===== src/rtl/serial_neg_ctrl.sv =====
// Word-level controller for an external bit-serial two's-complement negator:
// accepts a parallel word, streams it LSB first, and collects the serial result.
module serial_neg_ctrl #(
   parameter int WIDTH = 8
) (
   input  logic             t_clk,
   input  logic             r,
   input  logic             in_valid,
   output logic             in_ready,
   input  logic [WIDTH-1:0] din,
   output logic             ser_i,
   output logic             ser_clr,
   input  logic             ser_y,
   output logic             out_valid,
   input  logic             out_ready,
   output logic [WIDTH-1:0] dout,
   output logic             out_ovf
);

   localparam int CW = (WIDTH > 1) ? $clog2(WIDTH) : 1;
   localparam logic [CW-1:0]    LAST_BIT = CW'(WIDTH - 1);
   localparam logic [WIDTH-1:0] MOST_NEG = {1'b1, {(WIDTH-1){1'b0}}};

   typedef enum logic [1:0] {
      IDLE  = 2'd0,
      SHIFT = 2'd1,
      DONE  = 2'd2
   } state_t;

   state_t           state_q, state_d;
   logic [WIDTH-1:0] src_q, src_d;
   logic [WIDTH-1:0] res_q, res_d;
   logic [CW-1:0]    cnt_q, cnt_d;
   logic             ovf_q, ovf_d;

   always_ff @(posedge t_clk) begin
      if (r) begin
         state_q <= IDLE;
         src_q   <= '0;
         res_q   <= '0;
         cnt_q   <= '0;
         ovf_q   <= 1'b0;
      end else begin
         state_q <= state_d;
         src_q   <= src_d;
         res_q   <= res_d;
         cnt_q   <= cnt_d;
         ovf_q   <= ovf_d;
      end
   end

   always_comb begin
      state_d   = state_q;
      src_d     = src_q;
      res_d     = res_q;
      cnt_d     = cnt_q;
      ovf_d     = ovf_q;
      in_ready  = 1'b0;
      out_valid = 1'b0;
      ser_clr   = 1'b1;
      ser_i     = 1'b0;
      case (state_q)
         IDLE: begin
            in_ready = 1'b1;
            if (in_valid) begin
               src_d   = din;
               cnt_d   = '0;
               ovf_d   = (din == MOST_NEG);
               state_d = SHIFT;
            end
         end
         SHIFT: begin
            ser_i   = src_q[0];
            ser_clr = (cnt_q == '0);
            // Result fills from the MSB side so bit k lands from cycle k.
            res_d   = {ser_y, res_q[WIDTH-1:1]};
            src_d   = src_q >> 1;
            if (cnt_q == LAST_BIT) begin
               cnt_d   = '0;
               state_d = DONE;
            end else begin
               cnt_d = cnt_q + CW'(1);
            end
         end
         DONE: begin
            out_valid = 1'b1;
            if (out_ready) begin
               state_d = IDLE;
            end
         end
         default: begin
            state_d = IDLE;
         end
      endcase
   end

   assign dout    = res_q;
   assign out_ovf = ovf_q & (state_q == DONE);

endmodule


===== config.mk =====
export PLATFORM = sky130hd
export DESIGN_NAME = serial_neg_ctrl
export DESIGN_NICKNAME = d
export VERILOG_FILES = /design/src/rtl/serial_neg_ctrl.sv
export SDC_FILE = /design/constraint.sdc
export NUM_CORES = 1
export LEC_CHECK = 0
export CAP_MARGIN = 20
export CORE_MARGIN = 2
export CORE_UTILIZATION = 50
export DETAILED_ROUTE_END_ITERATION = 16
export MAX_ROUTING_LAYER = met4
export PLACE_DENSITY_LB_ADDON = 0.12
export SLEW_MARGIN = 20
export SYNTH_ARGS = -nofsm -noshare
export SYNTH_HDL_FRONTEND = slang
export SYNTH_SLANG_ARGS = --single-unit

===== constraint.sdc =====
create_clock -name t_clk -period 3.2 [get_ports t_clk]
set_clock_uncertainty 0.1 [all_clocks]
set_input_delay 0.64 -clock t_clk [delete_from_list [all_inputs] [get_ports t_clk]]
set_output_delay 0.64 -clock t_clk [all_outputs]
set_load 0.05 [all_outputs]

==> results.txt <==
critical path depth: 3
unrepaired setup endpoints after global routing: false
reg2reg setup slack: 1.73 ns
# rows: 16
Final #Nets: 152
relative slew slack: 64.9%
R2R depth: 4
Post-Syn Instances: 110
Iter 0 DRT Violations: 8
register area share after synthesis: 44.2%
Fillers: 184
Inst Count DP: 158
largest net degree at the start of global routing: 16
worst r2r dst: src_q[2]
post-synthesis average cell area: 9.07 µm²
final WL: 1840 µm
crit path capture type: primary output
CTS tree: built
Port Buf Inserts: 25
Pleak: 0.478 nW
Syn. warnings: 0
All-Layer GR Usage: 16.6%
Max stage delay on crit path: 0.79 ns
reg2reg start: state_q[0]
synth-to-layout area growth: 30.0%
peak supply drop: 0.281 mV
CP startpoint kind: flip-flop
cts hold-fix bufs: 0
Final Max Slew Viols: 0
arrival time at the worst endpoint: 2.11 ns
layout cells sized above 1: 11.1%
Worst Setup EP: ser_i
CTS sink cnt: 22
Buf/Inv on CP: 1
Mapped Area: 997 µm²
H-tree Lvls: 1
Final ANT Viol Nets: 0
post-DP HPWL: 1390 µm
measured slew at the worst slew-check pin: 0.525 ns
Yosys cell types: 29
CP required: 2.46 ns
Synth Net Count: 126
drt via density: 5.07
Worst Setup Path Type: flip-flop to primary output
endpoints failing setup: 0
number of antenna violations at the first check in global routing: 0
WL/cell: 11.4 µm
post-route minimum period: 2.85 ns
Die H: 48.7 µm
TritonCTS buffer count: 3
hold crit path type: flip-flop to flip-flop
Ant. Diodes: 0
# Post-CTS Setup Buffers: 0
top-level port count: 26
Yosys top cell area share: 44.2%
Die ar.: 2370 µm²
CP startpoint: state_q[0]
GP Congestion: 0.772
power density over the cells: 415 nW/µm²
Yosys reg bits: 22
CORE AREA: 1920 µm²
Max Cap Viol: 0
via count: 822
Fin Setup TNS: 0 ns
largest cells by area after synthesis: dfxtp_1 (44%), a211oi_2 (8.8%), nand2_1 (7.2%), mux2i_1 (7.0%), a21oi_1 (5.5%)
Placement Setup Slack: 0.683 ns
worst-path cell chain: and2b_2 > and2_1 > clkdlybuf4s50_1
Achievable Freq: 351 MHz
Crit-path slowest cell: clkdlybuf4s50_1
Top delay family on crit path: buffers and inverters
Worst-path clk slew: 0.11 ns
Die X-Extent: 48.7 µm
Non-Filler Instances: 162
crit-path max FO: 15
vias in the first global route: 711
clk root buf: clkbuf_4
area leader, netlist: dfxtp_1
residual DRC count: 0
1st-pass router iterations: 4
Clock Latency Late Sink: 0.29 ns
starting density of the core: 51.9%
status: complete, no violations
Clock Path Buffers: 2
final worst-path cycle share: 89.0%
post_cts resized: 0
setup ws final: 0.353 ns
GR Overflow Total: 0
Final Hold Fails: 0
first-pass GRT wire length: 3060 µm
## area by class of cell
type / instances / area (µm²) / share of cell area, %
well taps: 27 / 33.8 / 2.61
repair buffers: 27 / 265 / 20.5
multi-input cells: 77 / 502 / 38.7
clock buffers: 4 / 36.3 / 2.80
flip-flops and latches: 22 / 440 / 34.0
inverters: 5 / 18.8 / 1.45
## cells by family after synthesis
kind of cell | synth area share [%]
compound gates | 20.2
fa+ha+maj | 3.76
buf+inv | 5.52
flops | 44.2
mux | 7.03
simple gates | 19.3
## through the flow
stage          total power [W]  cell area [µm²]  hold WS [ns]  utilization, %
2_1_floorplan         0.000366              997         0.347               -
3_3_place_gp          0.000395             1260         0.341            65.6
3_5_place_dp          0.000397             1260         0.354            65.6
4_1_cts               0.000544             1300         0.371            67.4
5_1_grt               0.000568             1300         0.395            67.4
6_report              0.000538             1300         0.364            67.4
## layer usage
metal	up-vias	share of wire, %	global-route usage (%)	wire length, µm
met4	0	1.2	2.86	22
li1	425	-	-	-
met1	377	47	21.4	861
met2	16	48	27.6	889
met5	-	0	-	0
met3	4	3.9	3.09	71
## registers in the layout (all words and copies together), names as in the netlist
signal   count
state_q      2
dout         8
ovf_q        1
cnt_q        3
src_q        8
## worst min-delay path by stage
| stage | start | end | cells past startpoint |
|---|---|---|---|
| finish | dout[0] | dout[0] | 2 |
| global route | dout[0] | dout[0] | 2 |
| CTS | dout[0] | dout[0] | 2 |
| detailed placement | dout[0] | dout[0] | 2 |
| global placement | dout[0] | dout[0] | 2 |
| floorplan | ovf_q | ovf_q | 2 |
## synthesized netlist by cell type
library cell / count
dfxtp_1: 22
nand2_1: 19
a21oi_1: 11
nor2_1: 11
a211oi_2: 7
mux2i_1: 7
inv_1: 5
ha_1: 3
a32oi_1: 2
and2_1: 2
buf_2: 2
nand3_1: 2
a22oi_1: 1
and2b_2: 1
buf_1: 1
buf_4: 1
buf_6: 1
clkbuf_1: 1
nand2b_1: 1
nand3b_1: 1
nand4b_1: 1
nor2b_1: 1
nor3_1: 1
nor4_1: 1
o21ai_0: 1
o21ai_1: 1
o21ba_4: 1
o21bai_1: 1
or3b_1: 1
## worst register-to-register path, cell delays in order (launching register included)
cell and delay [ns]:
dfxtp_1 0.51, buf_4 0.24, o21ba_4 0.29, nor2_1 0.08, a211oi_2 0.18
## layout by cell type (no fill, tap or decap), types with 2 or more instances in the layout
master	instances
dfxtp_1	22
nor2_1	11
mux2i_1	7
buf_4	2
nand2_1	19
a32oi_1	2
a21oi_1	11
nand3_1	2
and2_1	2
clkbuf_4	3
clkdlybuf4s50_1	25
a211oi_2	7
ha_1	3
inv_1	5
## power breakdown
| part | internal, W | switching, W |
|---|---|---|
| combinational | 0.0000430 | 0.0000524 |
| clock | 0.0000693 | 0.0000785 |
| sequential | 0.000287 | 0.00000833 |
(Power assumes the default switching activity.)
